$ cat config.mk
export PLATFORM = sky130hd
export DESIGN_NAME = bus_mailbox_port
export DESIGN_NICKNAME = d
export VERILOG_FILES = /design/src/rtl/bus_mailbox_port.sv
export SDC_FILE = /design/constraint.sdc
export NUM_CORES = 1
export LEC_CHECK = 0
export CAP_MARGIN = 0
export CORE_ASPECT_RATIO = 0.75
export CORE_MARGIN = 10
export CORE_UTILIZATION = 61
export CTS_BUF_LIST = sky130_fd_sc_hd__clkbuf_8
export DETAILED_ROUTE_END_ITERATION = 8
export MAX_ROUTING_LAYER = met4
export PLACE_DENSITY = 0.8
export SETUP_SLACK_MARGIN = 0.5
export SLEW_MARGIN = 25
export SYNTH_ARGS = -nofsm -noshare
export SYNTH_HDL_FRONTEND = slang
export SYNTH_SLANG_ARGS = --single-unit
$ cat constraint.sdc
create_clock -name clk -period 3.6 [get_ports clk]
set_input_delay 0.54 -clock clk [delete_from_list [all_inputs] [get_ports clk]]
set_output_delay 0.54 -clock clk [all_outputs]
set_load 0.1 [all_outputs]
$ cat src/rtl/bus_mailbox_port.sv
// Memory-mapped mailbox on the BU2020 bus: CPU-fed TX FIFO, producer-fed RX FIFO, status/mask registers.
// Optional registered interrupt output enabled by defining MAILBOX_IRQ_EN.
module bus_mailbox_port #(
  parameter logic [11:0] BASE_ADDR = 12'hFF0,
  parameter int          DEPTH     = 8,
  parameter int          DATA_W    = 16
) (
  input  logic              clk,
  input  logic              rst_n,
  input  logic [11:0]       address_bus,
  input  logic [DATA_W-1:0] data_bus,
  input  logic              write_mode,
  output logic [DATA_W-1:0] io_rdata,
  output logic              io_hit,
  output logic              tx_valid,
  output logic [DATA_W-1:0] tx_data,
  input  logic              tx_ready,
  input  logic              rx_valid,
  input  logic [DATA_W-1:0] rx_data,
  output logic              rx_ready,
  output logic              irq
);

  localparam int         PTR_W    = $clog2(DEPTH);
  localparam logic [3:0] FULL_CNT = 4'(DEPTH);

  logic [DATA_W-1:0] tx_mem_q [DEPTH];
  logic [DATA_W-1:0] tx_mem_d [DEPTH];
  logic [DATA_W-1:0] rx_mem_q [DEPTH];
  logic [DATA_W-1:0] rx_mem_d [DEPTH];
  logic [PTR_W-1:0]  tx_wptr_q, tx_wptr_d, tx_rptr_q, tx_rptr_d;
  logic [PTR_W-1:0]  rx_wptr_q, rx_wptr_d, rx_rptr_q, rx_rptr_d;
  logic [3:0]        tx_count_q, tx_count_d, rx_count_q, rx_count_d;
  logic              tx_ovf_q, tx_ovf_d, rx_ovf_q, rx_ovf_d;

  logic [11:0] offset;
  logic [1:0]  reg_sel;
  logic        in_win;
  logic        wr_tx, wr_rx, wr_status;
  logic        tx_full, tx_empty, rx_full, rx_empty;
  logic        tx_push, tx_pop, rx_push, rx_pop;
  logic        tx_ovf_set, rx_ovf_set;
  logic [2:0]  mask_rd;
  logic [15:0] status;

  assign offset    = address_bus - BASE_ADDR;
  assign in_win    = (offset < 12'd8) && !offset[0];
  assign reg_sel   = offset[2:1];
  assign wr_tx     = write_mode && in_win && (reg_sel == 2'd0);
  assign wr_rx     = write_mode && in_win && (reg_sel == 2'd1);
  assign wr_status = write_mode && in_win && (reg_sel == 2'd2);

  assign tx_full  = (tx_count_q == FULL_CNT);
  assign tx_empty = (tx_count_q == 4'd0);
  assign rx_full  = (rx_count_q == FULL_CNT);
  assign rx_empty = (rx_count_q == 4'd0);

  assign tx_valid = !tx_empty;
  assign tx_data  = tx_mem_q[tx_rptr_q];
  assign rx_ready = !rx_full;

  // A push into a full TX FIFO still lands when the consumer drains the head on the same edge.
  assign tx_pop     = tx_valid && tx_ready;
  assign tx_push    = wr_tx && (!tx_full || tx_pop);
  assign tx_ovf_set = wr_tx && !tx_push;

  // rx_ready comes from state only, so a word offered on the edge that pops a full FIFO is lost
  // without flagging overflow: the FIFO did make room, the producer simply saw ready low.
  assign rx_pop     = wr_rx && !rx_empty;
  assign rx_push    = rx_valid && !rx_full;
  assign rx_ovf_set = rx_valid && rx_full && !rx_pop;

  assign status = {tx_count_q, rx_count_q, 2'b00, rx_ovf_q, tx_ovf_q,
                   rx_empty, rx_full, tx_empty, tx_full};

  always_comb begin
    tx_mem_d   = tx_mem_q;
    rx_mem_d   = rx_mem_q;
    tx_wptr_d  = tx_wptr_q;
    tx_rptr_d  = tx_rptr_q;
    rx_wptr_d  = rx_wptr_q;
    rx_rptr_d  = rx_rptr_q;
    tx_ovf_d   = tx_ovf_q;
    rx_ovf_d   = rx_ovf_q;
    tx_count_d = tx_count_q + 4'(tx_push) - 4'(tx_pop);
    rx_count_d = rx_count_q + 4'(rx_push) - 4'(rx_pop);
    if (tx_push) begin
      tx_mem_d[tx_wptr_q] = data_bus;
      tx_wptr_d           = tx_wptr_q + PTR_W'(1);
    end
    if (tx_pop) tx_rptr_d = tx_rptr_q + PTR_W'(1);
    if (rx_push) begin
      rx_mem_d[rx_wptr_q] = rx_data;
      rx_wptr_d           = rx_wptr_q + PTR_W'(1);
    end
    if (rx_pop) rx_rptr_d = rx_rptr_q + PTR_W'(1);
    // Setting wins over a same-edge write-one-to-clear.
    if (wr_status && data_bus[4]) tx_ovf_d = 1'b0;
    if (wr_status && data_bus[5]) rx_ovf_d = 1'b0;
    if (tx_ovf_set) tx_ovf_d = 1'b1;
    if (rx_ovf_set) rx_ovf_d = 1'b1;
  end

  always_ff @(posedge clk or negedge rst_n) begin
    if (!rst_n) begin
      for (int i = 0; i < DEPTH; i++) begin
        tx_mem_q[i] <= '0;
        rx_mem_q[i] <= '0;
      end
      tx_wptr_q  <= '0;
      tx_rptr_q  <= '0;
      rx_wptr_q  <= '0;
      rx_rptr_q  <= '0;
      tx_count_q <= 4'd0;
      rx_count_q <= 4'd0;
      tx_ovf_q   <= 1'b0;
      rx_ovf_q   <= 1'b0;
    end else begin
      tx_mem_q   <= tx_mem_d;
      rx_mem_q   <= rx_mem_d;
      tx_wptr_q  <= tx_wptr_d;
      tx_rptr_q  <= tx_rptr_d;
      rx_wptr_q  <= rx_wptr_d;
      rx_rptr_q  <= rx_rptr_d;
      tx_count_q <= tx_count_d;
      rx_count_q <= rx_count_d;
      tx_ovf_q   <= tx_ovf_d;
      rx_ovf_q   <= rx_ovf_d;
    end
  end

`ifdef MAILBOX_IRQ_EN
  logic       wr_mask;
  logic [2:0] mask_q, mask_d;
  logic       irq_q, irq_d;

  assign wr_mask = write_mode && in_win && (reg_sel == 2'd3);

  always_comb begin
    mask_d = mask_q;
    if (wr_mask) mask_d = data_bus[2:0];
    irq_d = (mask_q[0] & !rx_empty) | (mask_q[1] & tx_empty) |
            (mask_q[2] & (tx_ovf_q | rx_ovf_q));
  end

  always_ff @(posedge clk or negedge rst_n) begin
    if (!rst_n) begin
      mask_q <= 3'b000;
      irq_q  <= 1'b0;
    end else begin
      mask_q <= mask_d;
      irq_q  <= irq_d;
    end
  end

  assign mask_rd = mask_q;
  assign irq     = irq_q;
`else
  assign mask_rd = 3'b000;
  assign irq     = 1'b0;
`endif

  assign io_hit = !write_mode && in_win;

  always_comb begin
    io_rdata = '0;
    if (io_hit) begin
      case (reg_sel)
        2'd1:    io_rdata = rx_empty ? '0 : rx_mem_q[rx_rptr_q];
        2'd2:    io_rdata = status;
        2'd3:    io_rdata = {13'b0, mask_rd};
        default: io_rdata = '0;
      endcase
    end
  end

endmodule
==> results of run 1 <==
[power by group through the flow]
stage	combinational [W]	clock (W)	sequential, W
5_1_grt	0.00272	0.00295	0.00463
4_1_cts	0.00250	0.00281	0.00452
3_3_place_gp	0.00230	0	0.00452
3_5_place_dp	0.00242	0	0.00461
2_1_floorplan	0.00197	0	0.00427
6_report	0.00249	0.00275	0.00454
[kinds of logic (layout without fill, tap and decap cells)]
kind of cell               count (synthesis)  after routing  synth area share
muxes                                    355            355             0.360
DFF                                      278            278             0.529
and+or+nand+nor                           75             75            0.0371
buffers and inverters                     67            221            0.0233
AOI/OAI and AO/OA                         43             43            0.0217
adders and majority gates                 20             20            0.0202
xor gates and xnor gates                  13             13           0.00866
other                                      1              1          0.000285
[worst max path at each step]
stage / startpoint / end / cells after the start
4_1_cts: rx_rptr_q[2]$_DFFE_PN0P_ / io_rdata[10] / 5
6_report: rx_rptr_q[0]$_DFFE_PN0P_ / io_rdata[1] / 7
3_3_place_gp: address_bus[8] / rx_count_q[3]$_DFF_PN0_ / 10
2_1_floorplan: address_bus[3] / io_rdata[10] / 5
5_1_grt: rx_rptr_q[0]$_DFFE_PN0P_ / io_rdata[12] / 6
3_5_place_dp: address_bus[8] / rx_count_q[3]$_DFF_PN0_ / 10
[state kept, by name, summed over array words and instances (netlist names)]
| signal | cells |
|---|---|
| rx_ovf_q | 1 |
| tx_ovf_q | 1 |
| tx_mem_q | 128 |
| rx_rptr_q | 3 |
| rx_count_q | 4 |
| tx_rptr_q | 3 |
| rx_mem_q | 128 |
| rx_wptr_q | 3 |
| tx_count_q | 4 |
| tx_wptr_q | 3 |
[layout make-up]
type	count	area (um2)	share of cell area
Sequential cell	278	6970	0.442
Clock inverter	25	179	0.0113
Inverter	18	67.6	0.00429
Tap cell	288	360	0.0229
Clock buffer	54	743	0.0471
Timing Repair Buffer	124	1370	0.0869
Multi-Input combinational cell	507	6080	0.385
[metal layers]
| layer | vias to the layer above | share of wire |
|---|---|---|
| met5 | - | 0 |
| met4 | 0 | 0.017 |
| met3 | 44 | 0.049 |
| met2 | 191 | 0.48 |
| met1 | 4133 | 0.46 |
| li1 | 3421 | - |
[critical path, stage by stage, from the launching register on]
cell and delay, ns:
dfrtp_2 0.42, buf_12 0.16, buf_4 0.12, mux4_2 0.47, mux2_2 0.30, a22oi_1 0.25, nor2_4 0.08, buf_12 0.18
[through the flow]
| stage | setup TNS, ns | util | total power, W | instance area, um2 | cells |
|---|---|---|---|---|---|
| final | 0 | 0.744 | 0.00978 | 15800 | 1294 |
| after global routing | 0 | 0.744 | 0.0103 | 15800 | 1294 |
| after CTS | 0 | 0.739 | 0.00983 | 15700 | 1287 |
| after detailed placement | 0 | 0.693 | 0.00703 | 14700 | 1202 |
| after global placement | 0 | 0.693 | 0.00682 | 14700 | 1202 |
| after floorplan | -0.896 | - | 0.00624 | 13300 | 852 |
[cells in the mapped netlist (6+ instances only)]
cell	count
dfrtp_1	278
a22oi_1	14
xor2_1	6
o211ai_1	10
nand2_1	25
buf_1	7
clkbuf_1	25
mux2i_1	22
mux2_4	40
a21oi_1	12
ha_1	18
nor2_1	9
inv_1	18
mux4_2	54
buf_2	11
xnor2_1	7
mux2_2	239
[repair_timing]
action / in CTS / in global routing
endpoints found under the setup margin: 27 / 10
endpoints found under the hold margin: 0 / 0
resized for setup: 8 / 9
setup buffers: 6 / 6
cloned: 0 / 1
pin swaps: 1 / 3
hold buffers: 0 / 0
==> results.py, run 1 <==
metrics = {
    "die": {
        "die_area_um2": 27900,
        "start_util": 0.621,
        "pin_count": 85,
        "num_rows": 46,
        "core_area_um2": 21200,
        "die_w_um": 190,
        "die_height_um": 147,
    },
    "worst_setup_path": {
        "ff2ff_path_depth": 12,
        "cp_data_arrival_time_ns": 2.51,
        "worstPathRequired_ns": 3.06,
        "cp-end-kind": "output pin",
        "r2r-end": "tx_count_q[2]$_DFF_PN0_",
        "cp_max_fo": 6,
        "rr_startpoint": "tx_count_q[2]$_DFF_PN0_",
        "start_kind": "flip-flop",
        "crit_type": "reg2out",
        "r2r_slack_ns": 0.73,
    },
    "grt": {
        "grt_pass1_vias": 8604,
        "use_met1": 0.312,
        "grt_pass1_wl_mm": 48.9,
        "busiest_layer": "met2",
        "grt_max_degree": 92,
        "met3_usage": 0.0412,
        "grt_antenna_before_repair": 0,
        "use_met2": 0.349,
        "grt_usage": 0.228,
        "overflow": 0,
    },
    "synthesis": {
        "syn_area_um2": 13100,
        "synth_nets": 921,
        "synth_flop_cell": "dfrtp_1",
        "netlist.area_leader.share": 0.529,
        "synth_edf_count": 0,
        "synthTopCellsByArea": "dfrtp_1, mux2_2, mux4_2, mux2_4, ha_1",
        "synth_warnings": 0,
        "yosysUniqueCellTypes": 43,
        "yosys.area.top_type": "dfrtp_1",
        "yosysSeqAreaShare": 0.529,
        "postSynthAreaPerCell_um2": 15.4,
        "yosys_register_bits": 278,
        "synth_async_sr_flop_share": 1.00,
        "synth_cells": 852,
    },
    "clock_tree": {
        "cts_buffers": 43,
        "clock_path_buffers": 3,
        "cts_tree": "done",
        "insertion_delay_ns": 0.56,
        "htree_levels": 2,
        "clock-sinks": 278,
        "clkTransAtPathRegs_ns": 0.06,
        "cts_root_buffer": "clkbuf_8",
    },
    "timing": {
        "slew_viol_final": 0,
        "clock-skew-final_ns": 0.0318,
        "whs_ns": -0.0102,
        "report.final.hold_viol_count": 3,
        "final.period_utilization": 0.848,
        "rsz0062_at_grt": "true",
        "setup_violations": 0,
        "tightest_slew_ns": 1.01,
        "timing.fmax_mhz": 328,
        "post-route-min-period_ns": 3.05,
        "slew_headroom": 0.324,
        "fin_ws_ns": 0.549,
    },
    "job": {
        "cap_violations": 0,
    },
    "power": {
        "power.switching_w": 0.00290,
        "power.share.combinational": 0.255,
        "ir_worst_vdd_mv": 0.353,
        "pwr-share-seq": 0.464,
        "p_leak_nw": 7.04,
        "clkPwrFrac": 0.281,
        "swShare": 0.296,
        "powerDensity_nw_per_um2": 621,
        "p_int_w": 0.00688,
    },
    "detailed_routing": {
        "via_count": 7789,
        "via_per_inst": 6.02,
        "detail_route.wl_per_cell_um": 23.6,
        "ant_nets": 0,
        "drtIter0Drc": 527,
        "dr.pass1.iters": 5,
        "wirelength_mm": 30.5,
        "drc": 0,
    },
    "layout": {
        "final_cell_mix": "dfrtp_1, mux2_2, mux4_2, clkbuf_8, buf_4",
        "drive_gt1_frac": 0.512,
        "finalNetCount": 1041,
        "syn2layout_area_growth_pct": 19.9,
        "final_common_cell": "dfrtp_1",
        "diodes": 0,
        "fillCellCount": 1303,
    },
    "placement": {
        "dp_slack_ns": 0.209,
        "place.gp.congestion": 0.814,
        "portBuffers": 83,
        "hpwl_mm": 19.5,
    },
    "hold_path": {
        "hp-class": "in2async",
    },
    "status": {
        "status": "finished with violations",
        "violations": "negative hold slack",
    },
}
Note: power is estimated with default switching activity, not from simulation.
==> run 2: changes to the inputs <==
--- a/config.mk
+++ b/config.mk
@@ -8,11 +8,11 @@
 export CAP_MARGIN = 0
 export CORE_ASPECT_RATIO = 0.75
 export CORE_MARGIN = 10
-export CORE_UTILIZATION = 61
+export CORE_UTILIZATION = 56
 export CTS_BUF_LIST = sky130_fd_sc_hd__clkbuf_8
 export DETAILED_ROUTE_END_ITERATION = 8
 export MAX_ROUTING_LAYER = met4
-export PLACE_DENSITY = 0.8
+export PLACE_DENSITY = 0.77
 export SETUP_SLACK_MARGIN = 0.5
 export SLEW_MARGIN = 25
 export SYNTH_ARGS = -nofsm -noshare
==> constraint.sdc (replaced) <==
create_clock -name clk -period 2.8 [get_ports clk]
set_input_delay 0.42 -clock clk [delete_from_list [all_inputs] [get_ports clk]]
set_output_delay 0.42 -clock clk [all_outputs]
set_load 0.1 [all_outputs]
==> run 2 against run 1 <==
The flow finishes with violations (negative setup slack). Sequential power up 27%. Critical path depth decreased by 1. Wire length rose by 5.2%. Register-to-register slack got worse by 0.24 ns. Clock power increased by 33%. Largest power group unchanged.
==> results.py, run 2 (synthesis results as in run 1) <==
metrics = {
    "timing": {
        "fin_ws_ns": -0.0244,
        "whs_ns": 0.434,
        "setup_violations": 3,
        "rsz0062_at_grt": "true",
        "clock-skew-final_ns": 0.0253,
        "slew_viol_final": 0,
        "slew_headroom": 0.599,
        "tightest_slew_ns": 0.601,
        "report.final.hold_viol_count": 0,
        "final.period_utilization": 1.01,
        "timing.fmax_mhz": 354,
        "post-route-min-period_ns": 2.82,
    },
    "layout": {
        "finalNetCount": 1089,
        "reg.largest.list": "rx_mem_q: 128 flops, tx_mem_q: 128 flops",
        "fin_cells": 1357,
        "drive_gt1_frac": 0.574,
        "final_common_cell": "dfrtp_1",
        "final_cell_mix": "dfrtp_1, mux2_2, mux2_4",
        "final_util": 0.739,
        "final_cell_area_um2": 17000,
        "syn2layout_area_growth_pct": 29.5,
        "fillCellCount": 1450,
    },
    "detailed_routing": {
        "via_count": 8062,
        "top_layer": "met4",
        "wirelength_mm": 32.1,
        "wl_met2_mm": 14.4,
        "wl_met1_mm": 15.1,
        "drtIter0Drc": 452,
        "ant_nets": 0,
        "drc": 0,
        "dr.pass1.iters": 5,
        "dr_wl_met3_mm": 2.17,
        "via_per_inst": 5.94,
        "detail_route.wl_per_cell_um": 23.6,
    },
    "power": {
        "p_leak_nw": 7.56,
        "powerDensity_nw_per_um2": 782,
        "ir_worst_vdd_mv": 0.455,
    },
    "placement": {
        "place_area_um2": 15200,
        "place.gp.congestion": 0.791,
        "hpwl_mm": 19.0,
        "placedCellCount": 1235,
        "portBuffers": 83,
    },
    "grt": {
        "grt_pass1_vias": 8516,
        "grt_antenna_before_repair": 1,
        "grt_usage": 0.216,
        "grt_max_degree": 75,
        "grt_pass1_wl_mm": 50.0,
        "overflow": 0,
    },
    "worst_setup_path": {
        "crit_type": "reg2out",
        "ff2ff_path_depth": 12,
        "crit_top_cell": "buf_12",
        "cp-end-kind": "output pin",
        "cp_data_arrival_time_ns": 2.40,
        "start_kind": "flip-flop",
        "slowest_stage": "mux4_2",
        "crit_chain": "buf_12 > mux4_2 > mux2_4 > a22oi_2 > nor2_4 > buf_12",
        "r2r-end": "tx_count_q[1]$_DFF_PN0_",
        "rr_startpoint": "tx_count_q[2]$_DFF_PN0_",
        "cp_slowest_stage_delay_ns": 0.52,
        "r2r_slack_ns": 0.49,
        "worstPathRequired_ns": 2.38,
        "cp_max_fo": 12,
    },
    "clock_tree": {
        "cts_root_buffer": "clkbuf_8",
        "insertion_delay_ns": 0.55,
        "clkTransAtPathRegs_ns": 0.07,
        "htree_levels": 2,
        "cts_tree": "done",
        "cts_buffers": 44,
        "clock_path_buffers": 3,
        "clock-sinks": 278,
    },
    "die": {
        "start_util": 0.570,
        "num_rows": 48,
        "die_w_um": 197,
        "die_area_um2": 30100,
        "pin_count": 85,
        "die_height_um": 153,
        "core_area_um2": 23100,
    },
    "job": {
        "cap_violations": 0,
    },
    "status": {
        "violations": "negative setup slack",
        "status": "finished with violations",
    },
    "hold_path": {
        "hp-class": "in2async",
    },
}
-- run 2: changes by cell type in the layout (fill, tap and decap cells not counted), moves of 6 or more --
| cell | previous run | this run |
|---|---|---|
| mux2_4 | 40 | 80 |
| mux2_2 | 239 | 199 |
| buf_6 | 2 | 17 |
| inv_2 | 0 | 6 |
| inv_1 | 29 | 18 |
| ha_1 | 18 | 12 |
| clkbuf_8 | 54 | 60 |
| buf_12 | 23 | 51 |
| clkdlybuf4s50_1 | 47 | 37 |
-- run 2: area by class of cell --
cell class | count | area (um2) | area share
sequential | 278 | 6970 | 0.409
multi-input combinational | 507 | 6440 | 0.378
timing repair buffer | 171 | 2210 | 0.130
clock buffer | 60 | 826 | 0.0485
tap | 300 | 375 | 0.0220
clock inverter | 21 | 124 | 0.00727
inverter | 18 | 83.8 | 0.00492
antenna | 2 | 5.00 | 0.000294
-- run 2: through the flow --
step	setup slack, ns	TNS [ns]	power, W
floorplan	-0.644	-9.85	0.00814
global placement	-0.102	-0.309	0.00899
detailed placement	-0.166	-0.863	0.00918
CTS	-0.0324	-0.0953	0.0132
global route	-0.0855	-0.350	0.0140
finish	-0.0244	-0.0341	0.0133
-- run 2: metal layers --
layer / track usage / up-vias
met4: 0.0460 / 0
met2: 0.304 / 218
met5: - / -
met3: 0.0527 / 42
li1: - / 3512
met1: 0.311 / 4290
-- run 2: worst max-delay path by stage --
| stage | start | endpoint | slack [ns] |
|---|---|---|---|
| final | rx_rptr_q[0]$_DFFE_PN0P_ | io_rdata[3] | -0.02 |
| after detailed placement | address_bus[3] | rx_count_q[1]$_DFF_PN0_ | -0.17 |
| after global placement | address_bus[3] | tx_count_q[1]$_DFF_PN0_ | -0.10 |
| after global routing | rx_rptr_q[0]$_DFFE_PN0P_ | io_rdata[3] | -0.09 |
| after CTS | rx_rptr_q[0]$_DFFE_PN0P_ | io_rdata[1] | -0.03 |
| after floorplan | address_bus[3] | io_rdata[10] | -0.64 |
-- run 2: what timing repair did --
| action | in CTS | in global routing |
|---|---|---|
| setup endpoints to repair | 52 | 142 |
| hold endpoints to repair | 67 | 0 |
| hold buffers | 1 | 0 |
| gates cloned | 5 | 2 |
| pin swaps | 15 | 20 |
| buffers inserted | 22 | 9 |
| resized for setup | 71 | 53 |
-- run 2: power by group --
| part | switching (W) | internal, W | leakage (nW) |
|---|---|---|---|
| logic | 0.00167 | 0.00221 | 3.43 |
| registers | 0.000699 | 0.00508 | 3.59 |
| clock network | 0.00164 | 0.00201 | 0.536 |
| total | 0.00401 | 0.00930 | 7.56 |
-- run 2: worst max-delay path: cells and delay by family, from the launching register on --
kind	cells	cell delay, ns
multiplexers	2	0.81
AO/OA/AOI/OAI	1	0.21
AND/OR/NAND/NOR	1	0.07
buffers and inverters	2	0.34
flip-flops	1	0.41
==> run 3: changes to the inputs <==
--- a/config.mk
+++ b/config.mk
@@ -9,7 +9,7 @@
 export CORE_ASPECT_RATIO = 0.75
 export CORE_MARGIN = 10
 export CORE_UTILIZATION = 56
-export CTS_BUF_LIST = sky130_fd_sc_hd__clkbuf_8
+export CTS_BUF_LIST = sky130_fd_sc_hd__clkbuf_4
 export DETAILED_ROUTE_END_ITERATION = 8
 export MAX_ROUTING_LAYER = met4
 export PLACE_DENSITY = 0.77
==> run 3 against run 2 <==
The run still ends with negative setup slack left. Die area is the same. Maximum frequency shrank 3.7%. Sequential cell count is the same. Clock-buffer cell count grew 41. Wire length shrank 2.1%. Critical path type unchanged. Critical endpoint is now io_rdata[1]. Largest cell class unchanged.
==> results.py, run 3 (synthesis results as in run 1) <==
metrics = {
    "worst_setup_path": {
        "crit_chain": "buf_12 > mux4_2 > mux2_4 > a22oi_2 > nor2_4 > buf_12",
        "r2r_slack_ns": 0.41,
        "r2r-end": "tx_count_q[1]$_DFF_PN0_",
        "start_kind": "flip-flop",
        "crit_top_cell": "buf_12",
        "path_buf_inv": 2,
        "cp_top_family": "multiplexers",
        "slowest_stage": "mux4_2",
        "cp_slowest_stage_delay_ns": 0.51,
        "rr_startpoint": "tx_count_q[3]$_DFF_PN0_",
        "crit_type": "reg2out",
        "cp-end-kind": "output pin",
        "ff2ff_path_depth": 12,
        "cp_max_fo": 12,
        "cp_data_arrival_time_ns": 2.51,
        "worstPathRequired_ns": 2.38,
    },
    "clock_tree": {
        "clock_path_buffers": 3,
        "htree_levels": 3,
        "cts_tree": "done",
        "cts_buffers": 70,
        "clock-sinks": 278,
        "insertion_delay_ns": 0.69,
        "cts_root_buffer": "clkbuf_4",
        "clkTransAtPathRegs_ns": 0.08,
    },
    "timing": {
        "fin_ws_ns": -0.134,
        "report.final.hold_viol_count": 0,
        "final.period_utilization": 1.05,
        "tightest_slew_ns": 0.598,
        "slew_headroom": 0.601,
        "rsz0062_at_grt": "true",
        "clock-skew-final_ns": 0.0316,
        "slew_viol_final": 0,
        "post-route-min-period_ns": 2.93,
        "setup_violations": 29,
        "timing.fmax_mhz": 341,
    },
    "grt": {
        "met3_usage": 0.0576,
        "grt_pass1_wl_mm": 49.8,
        "overflow": 0,
        "grt_pass1_vias": 8610,
        "use_met2": 0.304,
        "grt_max_degree": 75,
        "busiest_layer": "met2",
        "grt_antenna_before_repair": 3,
        "use_met1": 0.304,
        "grt_usage": 0.217,
    },
    "detailed_routing": {
        "ant_nets": 0,
        "dr.pass1.iters": 4,
        "detail_route.wl_per_cell_um": 22.7,
        "drtIter0Drc": 493,
        "drc": 0,
        "via_per_inst": 5.83,
        "via_count": 8071,
        "wirelength_mm": 31.4,
    },
    "job": {
        "cap_violations": 0,
    },
    "layout": {
        "syn2layout_area_growth_pct": 28.2,
        "finalNetCount": 1105,
        "final_cell_mix": "dfrtp_1, mux2_2, clkbuf_4",
        "reg.largest.list": "rx_mem_q: 128 flops, tx_mem_q: 128 flops",
        "final_common_cell": "dfrtp_1",
        "final_cell_area_um2": 16900,
        "drive_gt1_frac": 0.581,
        "fillCellCount": 1500,
    },
    "die": {
        "num_rows": 48,
        "die_height_um": 153,
        "start_util": 0.570,
        "pin_count": 85,
        "die_area_um2": 30100,
        "die_w_um": 197,
        "core_area_um2": 23100,
    },
    "placement": {
        "place.gp.congestion": 0.791,
        "hpwl_mm": 19.0,
        "dp_slack_ns": -0.166,
        "portBuffers": 83,
        "place_area_um2": 15200,
    },
    "power": {
        "ir_worst_vdd_mv": 0.476,
        "p_leak_nw": 7.49,
        "powerDensity_nw_per_um2": 772,
        "totalPowerFinal_w": 0.0130,
    },
    "status": {
        "status": "finished with violations",
        "violations": "negative setup slack",
    },
    "hold_path": {
        "hp-class": "in2async",
    },
}
-- run 3: cell count changes in the layout (fill, tap and decap cells not counted), sizes merged --
cell           change
buf               -11
bufbuf             -1
clkbuf            +39
clkdlybuf4s15      -1
clkdlybuf4s50      +4
clkinvlp           +1
diode              +3
dlygate4sd2        -5
dlymetal6s2s       +6
inv                -8
-- run 3: layout make-up --
class	instances	area (um2)	share of cell area
inverter	18	83.8	0.00497
multi-input combinational	507	6440	0.382
sequential	278	6970	0.413
tap	300	375	0.0223
clock buffer	101	758	0.0450
clock inverter	14	85.1	0.00505
antenna	5	12.5	0.000742
timing repair buffer	161	2130	0.127
-- run 3: through the flow --
step                      hold WS (ns)  utilization  TNS [ns]  std cells
final                            0.296        0.731     -1.81       1384
after global routing             0.325        0.731     -4.24       1383
after CTS                        0.306        0.719     -2.53       1368
after detailed placement         0.450        0.661    -0.863       1235
after global placement           0.447        0.661    -0.309       1235
after floorplan                  0.124            -     -9.85        852
-- run 3: worst max path at each step --
stage | startpoint | to | slack (ns) | depth (start not counted)
final | rx_rptr_q[0]$_DFFE_PN0P_ | io_rdata[1] | -0.13 | 6
after global placement | address_bus[3] | tx_count_q[1]$_DFF_PN0_ | -0.10 | 11
after detailed placement | address_bus[3] | rx_count_q[1]$_DFF_PN0_ | -0.17 | 8
after global routing | rx_rptr_q[0]$_DFFE_PN0P_ | io_rdata[13] | -0.24 | 6
after CTS | rx_rptr_q[0]$_DFFE_PN0P_ | io_rdata[1] | -0.17 | 6
after floorplan | address_bus[3] | io_rdata[10] | -0.64 | 5
-- run 3: what timing repair did --
action,CTS,global route
pin swaps,11,18
hold endpoints to repair,67,0
buffers inserted,12,11
gates cloned,5,0
resized for setup,65,50
hold buffers,1,0
endpoints found under the setup margin,53,118
-- run 3: routing by layer --
layer | vias to the layer above | wire [um]
met2 | 221 | 14100
met5 | - | 0
met1 | 4225 | 14600
met3 | 46 | 2190
met4 | 0 | 565
li1 | 3579 | -
-- run 3: where the power goes --
part           total (W)  switching (W)  internal, W
sequential       0.00578       0.000700      0.00508
clock            0.00334        0.00160      0.00174
combinational    0.00389        0.00165      0.00225
